<file path="config.mk">
export PLATFORM = sky130hd
export DESIGN_NAME = turnsignal_decoder
export DESIGN_NICKNAME = d
export VERILOG_FILES = /design/src/rtl/turnsignal_decoder.sv
export SDC_FILE = /design/constraint.sdc
export NUM_CORES = 1
export LEC_CHECK = 0
export ABC_AREA = 1
export BUFFER_PORTS_ARGS = -buffer_cell sky130_fd_sc_hd__buf_2
export CAP_MARGIN = 20
export CORE_UTILIZATION = 30
export DETAILED_ROUTE_END_ITERATION = 12
export PLACE_DENSITY = 0.47
export SYNTH_ARGS = -nofsm -noshare
export SYNTH_HDL_FRONTEND = slang
export SYNTH_SLANG_ARGS = --single-unit
</file>
<file path="constraint.sdc">
create_clock -name clk -period 1.8 [get_ports clk]
set_input_delay 0.27 -clock clk [delete_from_list [all_inputs] [get_ports clk]]
set_output_delay 0.27 -clock clk [all_outputs]
set_load 0.05 [all_outputs]
</file>
<file path="src/rtl/turnsignal_decoder.sv">
// turnsignal_decoder: recovers off/right/left/hazard from the l1/r1 blink
// pattern. Define TURNSIG_DECODER_FAULT_EN for the sticky flip-fault flag.
module turnsignal_decoder #(
  parameter int TIMEOUT = 16,
  parameter int CONFIRM = 2
) (
  input  logic       clk,
  input  logic       rst,
  input  logic       l1,
  input  logic       r1,
  output logic [1:0] mode,
  output logic       valid,
  output logic       changed,
  output logic [7:0] pulse_cnt,
  output logic       fault
);

  localparam int            TW     = $clog2(TIMEOUT);
  localparam logic [TW-1:0] T_LAST = TW'(TIMEOUT - 1);
  localparam logic [7:0]    CONF8  = 8'(CONFIRM);
  localparam bit            FAST   = (CONFIRM == 1);

  typedef enum logic [1:0] {
    S_OFF  = 2'd0,
    S_CAND = 2'd1,
    S_LOCK = 2'd2
  } state_e;

  state_e        state_q, state_d;
  logic [1:0]    mode_q, mode_d;
  logic [1:0]    cand_q, cand_d;
  logic          valid_q, valid_d;
  logic          changed_q, changed_d;
  logic [7:0]    cnt_q, cnt_d;
  logic [7:0]    match_q, match_d;
  logic [TW-1:0] timer_q, timer_d;

  logic       pulse;
  logic [1:0] pat;
  logic       expire;
  logic       confirm;
  logic       flip;
  logic       lock_ev;
  logic       drop_ev;

  assign pulse   = l1 | r1;
  assign pat     = {l1, r1};
  assign expire  = !pulse && (timer_q == T_LAST);
  assign confirm = (pat == cand_q) && (match_q == CONF8 - 8'd1);
  assign flip    = pulse && (pat != mode_q);

  // State and datapath registers
  always_ff @(posedge clk) begin
    if (!rst) begin
      state_q   <= S_OFF;
      mode_q    <= 2'b00;
      cand_q    <= 2'b00;
      valid_q   <= 1'b0;
      changed_q <= 1'b0;
      cnt_q     <= 8'd0;
      match_q   <= 8'd0;
      timer_q   <= '0;
    end else begin
      state_q   <= state_d;
      mode_q    <= mode_d;
      cand_q    <= cand_d;
      valid_q   <= valid_d;
      changed_q <= changed_d;
      cnt_q     <= cnt_d;
      match_q   <= match_d;
      timer_q   <= timer_d;
    end
  end

  // Next-state selection
  always_comb begin
    state_d = state_q;
    unique case (state_q)
      S_OFF: begin
        if (pulse) state_d = FAST ? S_LOCK : S_CAND;
      end
      S_CAND: begin
        if (pulse) begin
          if (confirm) state_d = S_LOCK;
        end else if (expire) begin
          state_d = S_OFF;
        end
      end
      S_LOCK: begin
        if (flip) state_d = FAST ? S_LOCK : S_CAND;
        else if (expire) state_d = S_OFF;
      end
      default: state_d = S_OFF;
    endcase
  end

  // Candidate tracking, idle timer and reported mode
  always_comb begin
    mode_d    = mode_q;
    cand_d    = cand_q;
    valid_d   = valid_q;
    changed_d = 1'b0;
    cnt_d     = cnt_q;
    match_d   = match_q;
    timer_d   = timer_q;
    lock_ev   = 1'b0;
    drop_ev   = 1'b0;
    unique case (state_q)
      S_OFF: begin
        if (pulse) begin
          timer_d = '0;
          cand_d  = pat;
          match_d = 8'd1;
          lock_ev = FAST;
        end
      end
      S_CAND, S_LOCK: begin
        if (pulse) begin
          timer_d = '0;
          if (state_q == S_LOCK && !flip) begin
            if (cnt_q != 8'hFF) cnt_d = cnt_q + 8'd1;
          end else if (state_q == S_CAND && pat == cand_q) begin
            match_d = match_q + 8'd1;
            lock_ev = confirm;
          end else begin
            cand_d  = pat;
            match_d = 8'd1;
            lock_ev = FAST;
          end
        end else if (expire) begin
          drop_ev = 1'b1;
        end else begin
          timer_d = timer_q + 1'b1;
        end
      end
      default: ;
    endcase
    if (lock_ev) begin
      mode_d    = pat;
      valid_d   = 1'b1;
      cnt_d     = CONF8;
      changed_d = 1'b1;
      match_d   = 8'd0;
    end
    if (drop_ev) begin
      timer_d = '0;
      match_d = 8'd0;
      cand_d  = 2'b00;
      if (valid_q) begin
        mode_d    = 2'b00;
        valid_d   = 1'b0;
        cnt_d     = 8'd0;
        changed_d = 1'b1;
      end
    end
  end

  assign mode      = mode_q;
  assign valid     = valid_q;
  assign changed   = changed_q;
  assign pulse_cnt = cnt_q;

`ifdef TURNSIG_DECODER_FAULT_EN
  logic fault_q, fault_d;

  // Sticky flag for a direction change with no idle gap
  always_comb begin
    fault_d = fault_q;
    if (state_q == S_LOCK && flip) fault_d = 1'b1;
    if (drop_ev) fault_d = 1'b0;
  end

  // Fault register
  always_ff @(posedge clk) begin
    if (!rst) fault_q <= 1'b0;
    else      fault_q <= fault_d;
  end

  assign fault = fault_q;
`else
  assign fault = 1'b0;
`endif

endmodule

</file>
Word-level counts from Yosys, hierarchy flattened --
Cells that the tools add are included.
Operators by class: magnitude comparators 0, bitwise operators 2, divide/modulo/power cells 0, reduce and logical (&&, ||, !) cells 16, $add $sub $neg 3, equal/unequal tests 13, muxes and demuxes 43, multipliers 0, shift operators 0
Operator list (number):
- 8-bit 2-to-1 mux | 11
- 2-bit 2-to-1 mux | 12
- 8-bit by 1-bit adder with 8-bit output, second input constant | 2
- 8-bit one-hot mux with 2 select lines | 1
- 1-bit 2-to-1 mux | 13
- 4-bit 2-to-1 mux | 3
- 8-bit by 1-bit == test with 1-bit output, second input constant | 1
- 2-bit != test, second input constant | 4
- 8-bit != test, second input constant | 1
- 4-bit one-hot mux with 2 select lines | 1
- 3-bit != test, second input constant | 2
- 2-bit one-hot mux with 3 select lines | 1
- 1-bit logical AND | 5
- 5-bit AND reduction | 1
- 4-bit by 1-bit adder with 4-bit output, second input constant | 1
- 4-bit == test, second input constant | 1
- 2-bit one-hot mux with 2 select lines | 1
- 4-bit AND reduction | 1
- 2-bit OR reduction | 2
- 3-bit AND reduction | 1
- 3-bit OR reduction | 1
- 2-bit by 1-bit == test with 1-bit output, second input constant | 1
- 2-bit == test | 1
- 2-bit == test, second input constant | 1
- 7 further kinds | 8
Storage, ports and cells: ROM bits 0, output and inout bits 13, register bits after elaboration 28, input bits 4, memories 0, latch bits 0, memory bits (writable) 0

Depth between registers and ports, before layout --
Gate-level depths: netlist of the first run.
depth in word-level cells 10, depth in mapped cells 11, mapped depth without buffers 11

Least setup slack after synthesis of the first run --
OpenSTA, ideal clock, no wires.
path type register -> register, start register state_q[0], end register cnt_q[4], in the netlist pulse_cnt[4], path slack 187 ps, data required time 1735 ps, clock period less this slack 1613 ps, cell stages (with the launch flop) 8, arrival time 1547 ps, setup time 65 ps, path through dfxtp_1 > inv_1 > ha_1 > inv_1 > a21oi_1 > nand3_1 > xor2_1 > nor2_1
Between the ends: longest elaborated chain between the ends 9, elaborated cells between the ends (all ways) 16, classes of those cells eq/ne: 2; mux: 11; reduce/logical: 3
RTL lines:
- start: declaration | RTL line 29 | state_e state_q, state_d;
- start signal: assignment | RTL line 64 | state_q <= state_d;
- 2-bit by 1-bit == test with 1-bit output | RTL line 108, 122
- 1-bit logical AND | RTL line 122 | end else if (state_q == S_CAND && pat == cand_q) begin
- 1-bit 2-to-1 mux | RTL line 122
- 1-bit 2-to-1 mux | RTL line 120 | if (state_q == S_LOCK && !flip) begin
- 1-bit 2-to-1 mux | RTL line 118 | if (pulse) begin
- 1-bit 2-to-1 mux
- 8-bit 2-to-1 mux | RTL line 138 | if (lock_ev) begin
- 8-bit 2-to-1 mux | RTL line 149 | if (valid_q) begin
- 8-bit 2-to-1 mux * | RTL line 145 | if (drop_ev) begin
- end signal: assignment | RTL line 69 | cnt_q <= cnt_d;
- end: declaration | RTL line 34 | logic [7:0] cnt_q, cnt_d;
Mark *: on every way between the ends. The rest lies on a longest branch, timed or not. A chain may end at the register's enable or synchronous reset.

Worst setup path in the final report of the first run --
start register state_q[1], end register cnt_q[5], in the netlist pulse_cnt[5]
The elaborated chain is that of the path after synthesis.

==> results of run 1 <==
## kinds of logic (layout without fill, tap and decap cells)
| kind of cell | Yosys count | after routing | share of synthesized area |
|---|---|---|---|
| buf+inv | 36 | 63 | 0.07587 |
| simple gates | 163 | 163 | 0.4313 |
| flops | 28 | 28 | 0.3062 |
| xor+xnor | 8 | 8 | 0.03828 |
| fa+ha+maj | 8 | 8 | 0.05468 |
| compound gates | 30 | 30 | 0.09159 |
| other cells | 1 | 1 | 0.002049 |
## repair_timing
item | CTS | global route
resized for setup | 0 | 5
buffers inserted | 0 | 1
setup endpoints to repair | 0 | 16
## per-layer routing
layer  global-route usage  wire [um]  vias up
met5                    0          0        -
met3              0.01705        121        4
met4              0.04821         42        0
met1               0.2005       2179      742
met2               0.2214       1824       20
li1                     -          -      927
## cells in the mapped netlist (all sizes together)
library cell	count	area, um^2
conb	1	3.750
dfxtp	28	560.5
a211oi	1	7.510
nor3	7	35.03
nor2	46	225.2
o21ai	7	35.03
or2	1	8.760
nand2	78	312.8
and3	1	6.260
buf	1	7.510
ha	8	100.1
a21boi	1	7.510
clkinv	1	3.750
a21oi	19	102.6
xnor2	3	26.28
xor2	5	43.79
nand3	20	117.6
nand3b	2	27.53
inv	34	127.6
nand4	8	56.30
o21bai	2	15.01
## cells in the final DEF (no fill, tap or decap), types with 6 or more instances in the layout
cell type | synthesis | final
sky130_fd_sc_hd__inv_1 | 29 | 29
sky130_fd_sc_hd__buf_4 | 1 | 9
sky130_fd_sc_hd__dfxtp_1 | 28 | 28
sky130_fd_sc_hd__nand4_1 | 7 | 7
sky130_fd_sc_hd__nand2_1 | 72 | 72
sky130_fd_sc_hd__nor2_1 | 38 | 36
sky130_fd_sc_hd__buf_2 | 0 | 15
sky130_fd_sc_hd__nor2_2 | 5 | 6
sky130_fd_sc_hd__ha_1 | 8 | 7
sky130_fd_sc_hd__a21oi_1 | 17 | 17
sky130_fd_sc_hd__nor3_1 | 7 | 7
sky130_fd_sc_hd__nand3_1 | 18 | 18
## power by group through the flow
stage               registers (mW)  logic, mW  clock network (mW)
floorplan                    0.700      0.327                   0
global placement             0.692      0.485                   0
detailed placement           0.692      0.482                   0
CTS                          0.678      0.484               0.423
global route                 0.684      0.560               0.454
finish                       0.677      0.494               0.403
## worst max-delay path, cell delays in order, from the launching register on
cell                      delay (ps)
sky130_fd_sc_hd__dfxtp_1         330
sky130_fd_sc_hd__inv_1            60
sky130_fd_sc_hd__ha_2            380
sky130_fd_sc_hd__inv_1            90
sky130_fd_sc_hd__nor2_2          190
sky130_fd_sc_hd__nand2_1         110
sky130_fd_sc_hd__nand2_2         120
sky130_fd_sc_hd__nor2_4           60
sky130_fd_sc_hd__inv_2           110
sky130_fd_sc_hd__nor2_1           60
## worst max path at each step
stage          depth (start not counted)       start  slack, ps      endpoint
6_report                               9  state_q[1]        200  pulse_cnt[5]
5_1_grt                                9  state_q[1]       -0.2       mode[1]
4_1_cts                                7  state_q[0]         80    match_q[2]
3_5_place_dp                           7  state_q[0]        100    match_q[3]
3_3_place_gp                           7  state_q[0]        100    match_q[1]
2_1_floorplan                          7  state_q[0]        190  pulse_cnt[4]
## final cells by class
class / instances / area share
Tap cell: 75 / 0.04401
Multi-Input combinational cell: 210 / 0.5387
Sequential cell: 28 / 0.2629
Clock buffer: 4 / 0.02582
Inverter: 35 / 0.06162
Timing Repair Buffer: 24 / 0.06690
## sequential cells by signal, summed over array words and instances, names as in the netlist
name / count
cand_q: 2
valid: 1
pulse_cnt: 8
changed: 1
mode: 2
state_q: 2
timer_q: 4
match_q: 8
==> flow_summary.json, run 1 <==
{
  "net_switching_share_of_the_total_power": 0.3517,
  "finalHoldViolCount": 0,
  "min_to": "valid",
  "synthDistinctLibCells": 33,
  "final-instance-count-excl-fill": 376,
  "power.leakage_nw": 0.9395,
  "globalRouteOverflowTotal": 0,
  "std_cell_rows": 28,
  "seq_area_frac_synth": 0.3062,
  "antenna_violations_before_repair": 0,
  "buffer_ports.inserted": 15,
  "drv_slew": 0,
  "first_global_vias": 1482,
  "skew_ps": 8.482,
  "power.share.sequential": 0.430,
  "synth.avg_cell_area_um2": 6.681,
  "num-fill-cells": 689,
  "r2r-end": "pulse_cnt[5]",
  "setup.worst_path.class": "reg -> reg",
  "vdd_ir_drop_max_v": 0.0003294,
  "clk_pin_slew_worst_paths_ps": 100,
  "globalplace.congestion": 0.8268,
  "max_cap_viol_count": 0,
  "finalSetupViolCount": 0,
  "pre_cts_slack_ps": 104.3,
  "grt_start_max_net_pins": 16,
  "cp-start-kind": "register",
  "multi_input_area_um2": 1149,
  "hold_class": "in -> reg",
  "synth.net_count": 286,
  "ys_warn_count": 0,
  "chipHeight_um": 80.12,
  "ff_latch_area_um2": 560.5,
  "synth.ff_latch_count": 28,
  "htreeDepth": 1,
  "clock_tree.root_cell": "sky130_fd_sc_hd__clkbuf_8",
  "floorplan.initialDensity": 0.3110,
  "diodes": 0,
  "ant_nets": 0,
  "power_report.internal_total_mw": 1.021,
  "comb_power_share": 0.314,
  "core_area_um2": 5886,
  "whs_path_depth": 3,
  "synth_area_um2": 1831,
  "cp_data_required_time_ps": 1990,
  "route.final.wire_length_um": 4167,
  "min_from": "rst",
  "final.setup.worst_slack_ps": 202.0,
  "tritoncts": "yes",
  "synth_cells": 274,
  "drt-wirelength-per-cell_um": 11.08,
  "detailedPlacementHpwl_um": 3291,
  "nets": 314,
  "clock_power_share": 0.256,
  "worst_r2r_path_cells": 9,
  "cts-hold-fix-buffers": 0,
  "fin_util": 0.3622,
  "timing.hold.ws_ps": 293.2,
  "worst_skew_pair.late_latency_ps": 280,
  "post_drt_via_cell_ratio": 4.503,
  "die_area_um2": 6418,
  "run_status": "complete, no violations",
  "wire_length_of_the_first_global_routing_pass_um": 7072,
  "gr-usage-all-layers": 0.1420,
  "period_minus_slack_ps": 1598,
  "remaining_drc_errors": 0,
  "die-width_um": 80.12,
  "total_power_mw": 1.574,
  "placed_cells_incl_taps": 371,
  "finalCritPeriodShare": 0.8878,
  "p_sw_uw": 553.6,
  "placedInstanceArea_um2": 2052,
  "path_max_fanout": 6,
  "final_layout_size_suffix_gt1_frac": 0.1894,
  "layout.cell_area.non_filler_um2": 2132,
  "tritoncts.num_buffers": 3,
  "clock_sinks": 28,
  "clock_tree.buffer_depth": 2,
  "max_clock_freq_ghz": 0.6258,
  "dr.first_iter.drc_count": 78,
  "worstPathArrival_ps": 1780,
  "routed-via-count": 1693,
  "timing.critical_path.to_type": "register",
  "top_level_ports": 17,
  "regToRegSetupSlack_ps": 200,
  "synthToLayoutAreaGrowth_pct": 16.47,
  "reg2reg_from": "state_q[1]",
  "final.setup.tns_ps": 0,
  "p_per_area_nw_per_um2": 738.4,
  "first_pass_iters": 4
}
Power figures use the tool's default switching activity.
==> run 2, diff against run 1 <==
--- a/config.mk
+++ b/config.mk
@@ -7,7 +7,6 @@
 export LEC_CHECK = 0
 export ABC_AREA = 1
 export BUFFER_PORTS_ARGS = -buffer_cell sky130_fd_sc_hd__buf_2
-export CAP_MARGIN = 20
 export CORE_UTILIZATION = 30
 export DETAILED_ROUTE_END_ITERATION = 12
 export PLACE_DENSITY = 0.47
==> constraint.sdc (replaced) <==
create_clock -name clk -period 1.8 [get_ports clk]
set_input_delay 0.36 -clock clk [delete_from_list [all_inputs] [get_ports clk]]
set_output_delay 0.36 -clock clk [all_outputs]
set_load 0.05 [all_outputs]
==> flow_summary.json, run 2 (synthesis gave the netlist of run 1 again) <==
{
  "vdd_ir_drop_max_v": 0.0004834,
  "max_clock_freq_ghz": 0.6118,
  "finalSetupViolCount": 0,
  "crit_buf_inv": 1,
  "worst_skew_pair.late_latency_ps": 290,
  "layout_commonest_cell": "sky130_fd_sc_hd__nand2_1",
  "finalHoldViolCount": 0,
  "clock_power_share": 0.305,
  "first_pass_iters": 4,
  "power.leakage_nw": 0.9443,
  "cp_data_required_time_ps": 1980,
  "clk_pin_slew_worst_paths_ps": 110,
  "cp_slowest_cell": "sky130_fd_sc_hd__dfxtp_1",
  "chipHeight_um": 80.12,
  "dr.first_iter.drc_count": 61,
  "wire_length_of_the_first_global_routing_pass_um": 6996,
  "ant_nets": 0,
  "remaining_drc_errors": 0,
  "die_area_um2": 6418,
  "critical_path.top_delay_family": "simple AND/OR/NAND/NOR gates",
  "synthToLayoutAreaGrowth_pct": 17.36,
  "antenna_violations_before_repair": 0,
  "worstPathCellList": "inv_1 > ha_4 > nand2_1 > nor2_1 > nand4_1 > nand2_4 > a21oi_1",
  "final_layout_size_suffix_gt1_frac": 0.1833,
  "grt_setup_unrepaired": "false",
  "route.final.wire_length_um": 4198,
  "clock_tree.root_cell": "sky130_fd_sc_hd__clkbuf_8",
  "timing.hold.ws_ps": 364.2,
  "finalCritPeriodShare": 0.9081,
  "run_status": "complete, no violations",
  "skew_ps": 12.04,
  "gr-usage-all-layers": 0.1388,
  "floorplan.initialDensity": 0.3110,
  "period_minus_slack_ps": 1635,
  "grt_start_max_net_pins": 17,
  "hold_class": "in -> reg",
  "final.setup.tns_ps": 0,
  "cp-start-kind": "register",
  "power_report.internal_total_mw": 1.131,
  "max_cap_viol_count": 0,
  "layout.cells.most_common_list": "sky130_fd_sc_hd__nand2_1 (72), sky130_fd_sc_hd__nor2_1 (37), sky130_fd_sc_hd__inv_1 (29)",
  "setup.worst_path.class": "reg -> reg",
  "timing.critical_path.to_type": "register",
  "htreeDepth": 1,
  "path_max_fanout": 8,
  "tritoncts": "yes",
  "timing.critical_path.slowest_cell_delay_ps": 350,
  "clock_sinks": 28,
  "buffer_ports.inserted": 15,
  "clock_tree.buffer_depth": 2,
  "core_area_um2": 5886,
  "detailedPlacementHpwl_um": 3313,
  "globalplace.congestion": 0.8183,
  "post_drt_via_cell_ratio": 4.557,
  "comb_power_share": 0.297,
  "drt-wirelength-per-cell_um": 11.19,
  "power.share.sequential": 0.398,
  "nets": 313,
  "regToRegSetupSlack_ps": 170,
  "net_switching_share_of_the_total_power": 0.3356,
  "post_cts.repair.setup_buffers": 0,
  "diodes": 0,
  "globalRouteOverflowTotal": 0,
  "tritoncts.num_buffers": 3,
  "top_level_ports": 17,
  "p_sw_uw": 571.1,
  "std_cell_rows": 28,
  "p_per_area_nw_per_um2": 792.2,
  "first_global_vias": 1546,
  "worstPathArrival_ps": 1810,
  "drv_slew": 0,
  "die-width_um": 80.12,
  "routed-via-count": 1709
}
[run 2: cell count changes in the layout (fill, tap and decap cells not counted)]
cell                        delta
sky130_fd_sc_hd__buf_4         -1
sky130_fd_sc_hd__bufinv_16     +1
sky130_fd_sc_hd__clkbuf_8      -1
sky130_fd_sc_hd__ha_2          -1
sky130_fd_sc_hd__ha_4          +1
sky130_fd_sc_hd__nor2_1        +1
sky130_fd_sc_hd__nor2_2        -1
sky130_fd_sc_hd__o21ai_0       -1
sky130_fd_sc_hd__o21ai_1       +1
[run 2: worst paths after layout]
kind                                  from          to  cells after the start
worst max-delay path            state_q[0]  match_q[3]                      7
worst min-delay path                   rst       valid                      3
worst max register to register  state_q[0]  match_q[3]                      7
worst min register to register  timer_q[0]  timer_q[0]                      2
[run 2: power by group through the flow]
stage / logic (mW) / clock network [mW] / registers [mW]
after floorplan: 0.327 / 0 / 0.700
after global placement: 0.483 / 0 / 0.692
after detailed placement: 0.481 / 0 / 0.693
after CTS: 0.484 / 0.537 / 0.678
after global routing: 0.563 / 0.566 / 0.684
final: 0.505 / 0.518 / 0.678
[run 2: repair_timing]
action | CTS | global route
hold buffers | 0 | 0
gates resized for setup | 0 | 6
setup endpoints to repair | 0 | 16
[run 2: area by class of cell]
type	count	area, um^2
clock buffer	3	41.29
clock inverter	1	30.03
fill	648	3737
inverter	35	131.4
multi-input combinational	210	1156
sequential	28	560.5
tap	75	93.84
timing repair buffer	23	135.1
[run 2: metrics by stage]
stage	utilization	worst slack (ps)	cell area, um^2	std cells	power [mW]
3_3_place_gp	0.3486	86.59	2052	371	1.175
2_1_floorplan	-	187.5	1831	274	1.027
6_report	0.3650	165.5	2148	375	1.702
5_1_grt	0.3650	6.869	2148	375	1.813
4_1_cts	0.3608	82.09	2123	375	1.699
3_5_place_dp	0.3486	117.1	2052	371	1.173
[run 2: metal layers]
metal	part of all wire	GRT usage	up-vias
li1	-	-	928
met1	0.53	0.1941	765
met2	0.44	0.2231	14
met3	0.016	0.01705	2
met4	0.0083	0.03750	0
met5	0	0	-
[run 2: worst register-to-register path, cell delays in order (launching register included)]
cell,delay (ps)
sky130_fd_sc_hd__dfxtp_1,350
sky130_fd_sc_hd__inv_1,80
sky130_fd_sc_hd__ha_4,310
sky130_fd_sc_hd__nand2_1,90
sky130_fd_sc_hd__nor2_1,130
sky130_fd_sc_hd__nand4_1,270
sky130_fd_sc_hd__nand2_4,240
sky130_fd_sc_hd__a21oi_1,60
